**config.mk**
```make
export PLATFORM = sky130hd
export DESIGN_NAME = alarm_set_ctrl
export DESIGN_NICKNAME = d
export VERILOG_FILES = /design/src/rtl/alarm_pkg.sv /design/src/rtl/wrap_counter.sv /design/src/rtl/alarm_set_ctrl.sv
export SDC_FILE = /design/constraint.sdc
export NUM_CORES = 1
export LEC_CHECK = 0
export ABC_AREA = 1
export CELL_PAD_IN_SITES_DETAIL_PLACEMENT = 0
export CELL_PAD_IN_SITES_GLOBAL_PLACEMENT = 1
export CORE_ASPECT_RATIO = 0.8
export CORE_MARGIN = 8
export CORE_UTILIZATION = 44
export CTS_CLUSTER_SIZE = 28
export DETAILED_ROUTE_END_ITERATION = 12
export HOLD_SLACK_MARGIN = 0.06
export PLACE_DENSITY_LB_ADDON = 0.08
export RECOVER_POWER = 25
export SLEW_MARGIN = 20
export SYNTH_ARGS = -nofsm -noshare
export SYNTH_HDL_FRONTEND = slang
export SYNTH_HIERARCHICAL = 1
export SYNTH_SLANG_ARGS = --single-unit
```
**constraint.sdc**
```tcl
create_clock -name clk -period 5.6 [get_ports clk]
set_input_delay 1.12 -clock clk [delete_from_list [all_inputs] [get_ports clk]]
set_output_delay 1.12 -clock clk [all_outputs]
set_load 0.03 [all_outputs]
```
**src/rtl/alarm_pkg.sv**
```systemverilog
// Shared encodings for the alarm clock: FSM mode codes and time-field limits.
// Imported by the setting controller, the timekeeper and the display.
package alarm_pkg;

  typedef enum logic [2:0] {
    MODE_RUN  = 3'd0,
    MODE_T_HH = 3'd1,
    MODE_T_MM = 3'd2,
    MODE_A_HH = 3'd3,
    MODE_A_MM = 3'd4
  } mode_e;

  localparam int unsigned HH_MAX = 23;
  localparam int unsigned MM_MAX = 59;
  localparam int unsigned HH_W   = 5;
  localparam int unsigned MM_W   = 6;

  function automatic logic is_hh_field(input mode_e m);
    return (m == MODE_T_HH) || (m == MODE_A_HH);
  endfunction

  function automatic logic is_mm_field(input mode_e m);
    return (m == MODE_T_MM) || (m == MODE_A_MM);
  endfunction

endpackage

```
**src/rtl/wrap_counter.sv**
```systemverilog
// Loadable up/down counter that wraps over 0..MAX; holds when inc and dec coincide.
module wrap_counter #(
  parameter int unsigned MAX = 23,
  parameter int unsigned W   = 5
) (
  input  logic         clk,
  input  logic         rst_n,
  input  logic         inc,
  input  logic         dec,
  input  logic         load,
  input  logic [W-1:0] load_val,
  output logic [W-1:0] value
);

  localparam logic [W-1:0] MAX_V = W'(MAX);

  logic [W-1:0] val_q, val_d;

  // NOTE: every always_comb output gets a default first, so no path can infer a latch.
  always_comb begin
    val_d = val_q;
    if (load) begin
      val_d = load_val;
    end else if (inc && !dec) begin
      val_d = (val_q >= MAX_V) ? '0 : val_q + W'(1);
    end else if (dec && !inc) begin
      val_d = (val_q == '0) ? MAX_V : val_q - W'(1);
    end
  end

  // NOTE: sequential state uses non-blocking assignments so every flop samples pre-edge values.
  always_ff @(posedge clk or negedge rst_n) begin
    if (!rst_n) val_q <= '0;
    else        val_q <= val_d;
  end

  assign value = val_q;

endmodule

```
**src/rtl/alarm_set_ctrl.sv**
```systemverilog
// Mode/setting controller: sequences time and alarm editing, owns the committed alarm,
// strobes load_time to the timekeeper, and generates the edit-field blink phase.
module alarm_set_ctrl
  import alarm_pkg::*;
#(
  parameter int unsigned TIMEOUT_TICKS = 10000,
  parameter int unsigned BLINK_TICKS   = 250
) (
  input  logic            clk,
  input  logic            rst_n,
  input  logic            tick_mf,
  input  logic            btn_mode,
  input  logic            btn_up,
  input  logic            btn_down,
  input  logic [HH_W-1:0] cur_hh,
  input  logic [MM_W-1:0] cur_mm,
  output logic [2:0]      mode,
  output logic [HH_W-1:0] edit_hh,
  output logic [MM_W-1:0] edit_mm,
  output logic            load_time,
  output logic [HH_W-1:0] alarm_hh,
  output logic [MM_W-1:0] alarm_mm,
  output logic            alarm_en,
  output logic            blink_on
);

  localparam int unsigned TO_W = $clog2(TIMEOUT_TICKS + 1);
  localparam int unsigned BL_W = $clog2(BLINK_TICKS + 1);
  localparam logic [TO_W-1:0] TO_LAST = TO_W'(TIMEOUT_TICKS - 1);
  localparam logic [BL_W-1:0] BL_LAST = BL_W'(BLINK_TICKS - 1);

  mode_e           mode_q, mode_d;
  logic            load_time_q, load_time_d;
  logic [HH_W-1:0] alarm_hh_q, alarm_hh_d;
  logic [MM_W-1:0] alarm_mm_q, alarm_mm_d;
  logic            alarm_en_q, alarm_en_d;
  logic            blink_q, blink_d;
  logic [BL_W-1:0] bcnt_q, bcnt_d;
  logic [TO_W-1:0] tcnt_q, tcnt_d;

  // Mode beats up/down; up+down together is a no-op that still counts as activity.
  logic up_p, dn_p, any_btn, in_set;
  assign up_p    = btn_up   && !btn_down && !btn_mode;
  assign dn_p    = btn_down && !btn_up   && !btn_mode;
  assign any_btn = btn_mode || btn_up || btn_down;
  assign in_set  = (mode_q != MODE_RUN);

  // Edit buffer takes the live time on entry to T_HH and the committed alarm
  // in the cycle after the load_time strobe.
  logic            edit_load;
  logic [HH_W-1:0] hh_load_val;
  logic [MM_W-1:0] mm_load_val;
  assign edit_load   = ((mode_q == MODE_RUN) && btn_mode) || load_time_q;
  assign hh_load_val = (mode_q == MODE_RUN) ? cur_hh : alarm_hh_q;
  assign mm_load_val = (mode_q == MODE_RUN) ? cur_mm : alarm_mm_q;

  wrap_counter #(.MAX(HH_MAX), .W(HH_W)) u_hh (
    .clk      (clk),
    .rst_n    (rst_n),
    .inc      (is_hh_field(mode_q) && up_p),
    .dec      (is_hh_field(mode_q) && dn_p),
    .load     (edit_load),
    .load_val (hh_load_val),
    .value    (edit_hh)
  );

  wrap_counter #(.MAX(MM_MAX), .W(MM_W)) u_mm (
    .clk      (clk),
    .rst_n    (rst_n),
    .inc      (is_mm_field(mode_q) && up_p),
    .dec      (is_mm_field(mode_q) && dn_p),
    .load     (edit_load),
    .load_val (mm_load_val),
    .value    (edit_mm)
  );

  always_comb begin
    mode_d      = mode_q;
    load_time_d = 1'b0;
    alarm_hh_d  = alarm_hh_q;
    alarm_mm_d  = alarm_mm_q;
    alarm_en_d  = alarm_en_q;
    blink_d     = blink_q;
    bcnt_d      = bcnt_q;
    tcnt_d      = tcnt_q;

    unique case (mode_q)
      MODE_RUN: begin
        if (btn_mode)  mode_d = MODE_T_HH;
        else if (up_p) alarm_en_d = !alarm_en_q;
      end
      MODE_T_HH: if (btn_mode) mode_d = MODE_T_MM;
      MODE_T_MM: begin
        if (btn_mode) begin
          mode_d      = MODE_A_HH;
          load_time_d = 1'b1;
        end
      end
      MODE_A_HH: if (btn_mode) mode_d = MODE_A_MM;
      MODE_A_MM: begin
        if (btn_mode) begin
          mode_d     = MODE_RUN;
          alarm_hh_d = edit_hh;
          alarm_mm_d = edit_mm;
          alarm_en_d = 1'b1;
        end
      end
      default: mode_d = MODE_RUN;
    endcase

    if (in_set) begin
      // A button in the expiry cycle clears the count instead of aborting.
      if (any_btn) begin
        tcnt_d = '0;
      end else if (tick_mf) begin
        if (tcnt_q == TO_LAST) begin
          mode_d = MODE_RUN;
          tcnt_d = '0;
        end else begin
          tcnt_d = tcnt_q + TO_W'(1);
        end
      end

      if (any_btn) begin
        blink_d = 1'b1;
        bcnt_d  = '0;
      end else if (tick_mf) begin
        if (bcnt_q == BL_LAST) begin
          blink_d = !blink_q;
          bcnt_d  = '0;
        end else begin
          bcnt_d = bcnt_q + BL_W'(1);
        end
      end
    end

    if (mode_d == MODE_RUN) begin
      tcnt_d  = '0;
      bcnt_d  = '0;
      blink_d = 1'b1;
    end
  end

  always_ff @(posedge clk or negedge rst_n) begin
    if (!rst_n) begin
      mode_q      <= MODE_RUN;
      load_time_q <= 1'b0;
      alarm_hh_q  <= '0;
      alarm_mm_q  <= '0;
      alarm_en_q  <= 1'b0;
      blink_q     <= 1'b1;
      bcnt_q      <= '0;
      tcnt_q      <= '0;
    end else begin
      mode_q      <= mode_d;
      load_time_q <= load_time_d;
      alarm_hh_q  <= alarm_hh_d;
      alarm_mm_q  <= alarm_mm_d;
      alarm_en_q  <= alarm_en_d;
      blink_q     <= blink_d;
      bcnt_q      <= bcnt_d;
      tcnt_q      <= tcnt_d;
    end
  end

  assign mode      = mode_q;
  assign load_time = load_time_q;
  assign alarm_hh  = alarm_hh_q;
  assign alarm_mm  = alarm_mm_q;
  assign alarm_en  = alarm_en_q;
  assign blink_on  = blink_q;

endmodule
```
-- After elaboration in Yosys (flattened, before gate mapping)
Cells that the tools add are included.
- input port bits: 17
- flip-flop bits (word level): 50
- output and inout port bits: 28
- logic and storage cells: 112
- add/subtract/negate cells: 6
- mux-type cells: 43
- eq/ne operators: 9
- reduce and logical (&&, ||, !) cells: 42
- order comparisons: 2
- operators with widths (kind ; number):
    $mux 14 ; 5
    $mux 8 ; 5
    $mux 6 ; 6
    $mux 5 ; 6
    $mux 3 ; 9
    $pmux 3 s5 ; 1
    $reduce_bool 3->1 ; 5
    $add 14x1->14 const B ; 1
    $eq 14x14->1 const B ; 1
    $logic_and 1x1->1 ; 13
    $mux 1 ; 10
    $logic_not 1->1 ; 9
    $add 8x1->8 const B ; 1
    $eq 8x8->1 const B ; 1
    $add 6x1->6 const B ; 1
    $eq 3x2->1 const B ; 2
    $ge 6x6->1 const B ; 1
    $logic_not 3->1 ; 2
    $logic_not 6->1 ; 1
    $ne 2x2->1 const B ; 3
    $sub 6x1->6 const B ; 1
    $add 5x1->5 const B ; 1
    $ge 5x5->1 const B ; 1
    $logic_not 5->1 ; 1
    9 further kinds ; 15

-- Logic depth before layout (Yosys ltp)
- depth in word-level cells: 9
- depth in mapped cells: 13
- mapped depth without buffers: 13

-- Hierarchy
The synthesis kept the hierarchy.
- by module, submodules not included (module ; area each (µm²) ; instances ; cells an instance ; seq. area each (µm²)):
    alarm_set_ctrl ; 2586.2 ; 1 ; 369 ; 977.2
    wrap_counter at u_mm ; 600.6 ; 1 ; 97 ; 150.1
    wrap_counter at u_hh ; 559.3 ; 1 ; 87 ; 125.1

-- Worst setup path before layout
OpenSTA, ideal clock, no wires.
- path type: in2reg
- start: input btn_mode
- end: register u_mm.val_q[3] (netlist: u_mm/value[3])
- arrival time: 2.462 ns
- path buffers: 1
- required time: 5.487 ns
- stages on the path: 12
- setup time: 0.113 ns
- slack: 3.026 ns
- path through: buf_6 > nor3_1 > inv_1 > a21oi_1 > inv_1 > nor2_4 > nor2_2 > o21ai_2 > nand2_1 > nand3b_1 > nand2_1 > inv_1
- word-level cells in the longest chain between the ends: 7
- elaborated cells between the ends (all ways): 14
- those cells by class: mux: 2; reduce/logical: 12
- ends and longest elaborated chain (what ; line ; RTL):
    from (decl) ; alarm_set_ctrl.sv:12 ; input logic btn_mode,
    $logic_not 1->1 ; alarm_set_ctrl.sv:43, alarm_set_ctrl.sv:44 ;
    $logic_and 1x1->1 ; alarm_set_ctrl.sv:44 ; assign dn_p = btn_down && !btn_up && !btn_mode;
    $logic_and 1x1->1 ; alarm_set_ctrl.sv:71 ; .dec (is_mm_field(mode_q) && dn_p),
    $logic_not 1->1 ; wrap_counter.sv:24 ; end else if (inc && !dec) begin
    $logic_and 1x1->1 ; wrap_counter.sv:24 ;
    $mux 6 ; wrap_counter.sv:24 ;
    $mux 6 ; wrap_counter.sv:22 ; if (load) begin
    to (signal assigned) ; wrap_counter.sv:34 ; else val_q <= val_d;
    to (decl) ; wrap_counter.sv:17 ; logic [W-1:0] val_q, val_d;
Parallel ways exist; a longest one is shown, timed or not.
A chain may end at the register's enable or synchronous reset.

==> flow_metrics.tcl <==
set metrics [dict create \
    viasPerCell 5.189 \
    preCtsSetupSlack_ns 2.186 \
    grt_max_degree 51 \
    cts_buffer_depth 2 \
    async_flop_share 1.000 \
    antennaDiodeCount 0 \
    synth_top_area_share 0.3273 \
    placed_area_um2 4237 \
    maxSlewHeadroom -0.8686 \
    drtIter0Drc 241 \
    syn_nets 578 \
    ys_warn_count 6 \
    min_period_ns 3.373 \
    die_area_um2 11740 \
    synth.avg_cell_area_um2 6.774 \
    worst_setup_path_start_kind "input port" \
    p_leak_uw 0.002035 \
    min_to "alarm_mm[1]$_DFFE_PN0P_" \
    drive_above_1_share 0.1030 \
    crit_fanout 50 \
    criticalPathCategory "in2async" \
    synthTopCellsByArea "dfrtp_1 (33%), nand2_1 (17%), nand3_1 (8.7%)" \
    startpoint "rst_n" \
    cts_setup_buffers 0 \
    synth-seq-area-share 0.3343 \
    synth_edf_count 0 \
    syn-instance-count 553 \
    slowest_delay_ns 1.97 \
    die_h_um 98.53 \
    port_buffers 44 \
    final_cell_area_um2 4347 \
    wl_met3_um 514 \
    yosysTopAreaCell "dfrtp_1" \
    final_cells 704 \
    fin_ws_ns 2.227 \
    required_ns 5.42 \
    status "complete, but fails checks" \
    top_layer_used "met4" \
    synth_compound_area_frac 0.09285 \
    grt.total_usage 0.1748 \
    finalWeightedCongestion 0.8432 \
    synthFlopType "dfrtp_1" \
    finalPower_uw 2188 \
    timing.final.crit_share 0.6024 \
    cts_buffers 5 \
    crit_buf_inv 2 \
    nNetsFinal 616 \
    setup_viol 0 \
    fp.dieW_um 119.2 \
    synth_area_um2 3746 \
    postRouteAntennaNets 0 \
    synth_xor_area_frac 0.02104 \
    clkTransAtPathRegs_ns 0.10 \
    vias 3653 \
    start_util 0.4475 \
    worstReg2RegStart "mode[0]$_DFF_PN0_" \
    path_cells "buf_2, clkbuf_1" \
    rsz0062_at_grt "no" \
    dp_hpwl_um 7251 \
    worst_pin_slew_ns 2.803 \
    power_density_nw_per_um2 503.4 \
    first_global_vias 3342 \
    synthAdderAreaFrac 0.02672 \
    slew_viol_final 51 \
    first_pass_iters 5 \
    hold_depth 2 \
    synthDistinctLibCells 37 \
    synth_mux_area_frac 0 \
    synth_top_family_by_area "simple AND/OR/NAND/NOR gates" \
    hold_class "reg2reg" \
    ios 45 \
    cp.arrival_ns 3.19 \
    post_cts_resized 0 \
    nFillCells 845 \
    std_cell_rows 30 \
    ff2ff_path_depth 11 \
    hold_viol 0 \
    slowest_stage "clkbuf_1" \
    timing.fmax_mhz 296.4 \
    hp-start "alarm_mm[1]$_DFFE_PN0P_" \
    synth_seq_cells 50 \
    htree_levels 2 \
    cts_hold_buffers 0 \
    dp.cells 696 \
    cts_tree "done" \
    r2r_end "u_mm/value[3]$_DFFE_PN0P_" \
    crit_family "buffers and inverters" \
    wl_met1_um 5137 \
    yosys.area_share.simple 0.4322 \
    violations "max-capacitance violations, max-slew violations" \
    drc 0 \
    grt_remaining_overflow 0 \
    routed_wl_um 9998 \
    routedWlPerCell_um 14.20 \
    core_area_um2 8371 \
    antenna_found_initial 0 \
    crit_path_end_kind "async pin" \
    grt_pass1_wl_um 17120 \
    clk_latency_ns 0.30 \
    reg2reg_setup_slack_ns 2.74 \
    fin_tns_setup_ns 0 \
    clock_sinks 50 \
    max_cap_viol_count 1 \
    ir_worst_vdd_v 0.0002682 \
    fin_skew_ns 0.004560 \
    dr_wl_met2_um 4286 \
    syn_to_final_growth_pct 16.03 \
    root_buffer "clkbuf_8" \
]
[worst max-delay path by stage]
stage,endpoint,slack [ns],cells after the start
floorplan,u_mm/value[3]$_DFFE_PN0P_,3.03,12
global placement,tcnt_q[5]$_DFFE_PN0P_,2.23,9
finish,alarm_en$_DFFE_PN0P_,2.23,2
CTS,tcnt_q[12]$_DFFE_PN0P_,2.55,9
global route,u_mm/value[4]$_DFFE_PN0P_,1.55,2
detailed placement,tcnt_q[2]$_DFFE_PN0P_,2.19,9
[registers in the layout (all words and copies together), names as in the netlist]
register	cells
tcnt_q	14
bcnt_q	8
alarm_mm	6
u_mm/value	6
alarm_hh	5
u_hh/value	5
mode	3
alarm_en	1
blink_on	1
load_time	1
[cells by family after synthesis]
family	count (synthesis)
xor gates and xnor gates	9
DFF	50
adders and majority gates	8
AOI/OAI and AO/OA	51
buffers and inverters	81
and+or+nand+nor	354
[synthesized netlist by cell type, types with 2 or more instances]
cell,count
a21oi_1,12
a21oi_2,3
buf_2,2
buf_6,5
clkbuf_1,7
dfrtp_1,49
ha_1,8
inv_1,61
inv_2,4
nand2_1,174
nand2_2,7
nand2_4,3
nand3_1,65
nand3_2,5
nand3b_1,4
nand4_1,10
nor2_1,58
nor2_2,3
nor2_4,7
nor3_1,15
o21ai_0,8
o21ai_1,9
o21ai_2,13
xnor2_1,2
xor2_1,7
[cells in the final DEF (no fill, tap or decap), types with 5 or more instances in the layout]
| master | count |
|---|---|
| a21oi_1 | 12 |
| clkbuf_8 | 5 |
| clkdlybuf4s50_1 | 43 |
| dfrtp_1 | 49 |
| ha_1 | 8 |
| inv_1 | 61 |
| nand2_1 | 174 |
| nand2_2 | 7 |
| nand3_1 | 65 |
| nand3_2 | 5 |
| nand4_1 | 10 |
| nor2_1 | 58 |
| nor2_4 | 7 |
| nor3_1 | 15 |
| o21ai_0 | 8 |
| o21ai_1 | 9 |
| o21ai_2 | 13 |
| xor2_1 | 7 |
[metal layers]
metal | vias up | track usage
met2 | 87 | 0.2549
met5 | - | 0
met3 | 6 | 0.03257
li1 | 1841 | -
met1 | 1719 | 0.2594
met4 | 0 | 0.03492
[report_power, final]
part	switching (µW)	total, µW	internal [µW]
logic	853	1290	441
clock network	133	266	133
registers	165	628	463
total	1150	2190	1040
[area by class of cell]
class,instances,area [µm²],share of cell area
clock inverter,3,45.04,0.01036
multi-input combinational,422,2146,0.4937
timing repair buffer,46,446.7,0.1028
tap,112,140.1,0.03224
inverter,66,247.7,0.05699
sequential,50,1252,0.2881
clock buffer,5,68.82,0.01583
[through the flow]
stage | hold slack, ns | utilization
final | 0.5087 | 0.5193
after global routing | 0.5363 | 0.5193
after CTS | 0.5161 | 0.5197
after detailed placement | 0.4898 | 0.5061
after global placement | 0.4779 | 0.5061
after floorplan | 0.4950 | -
Note: power is estimated with default switching activity, not from simulation.
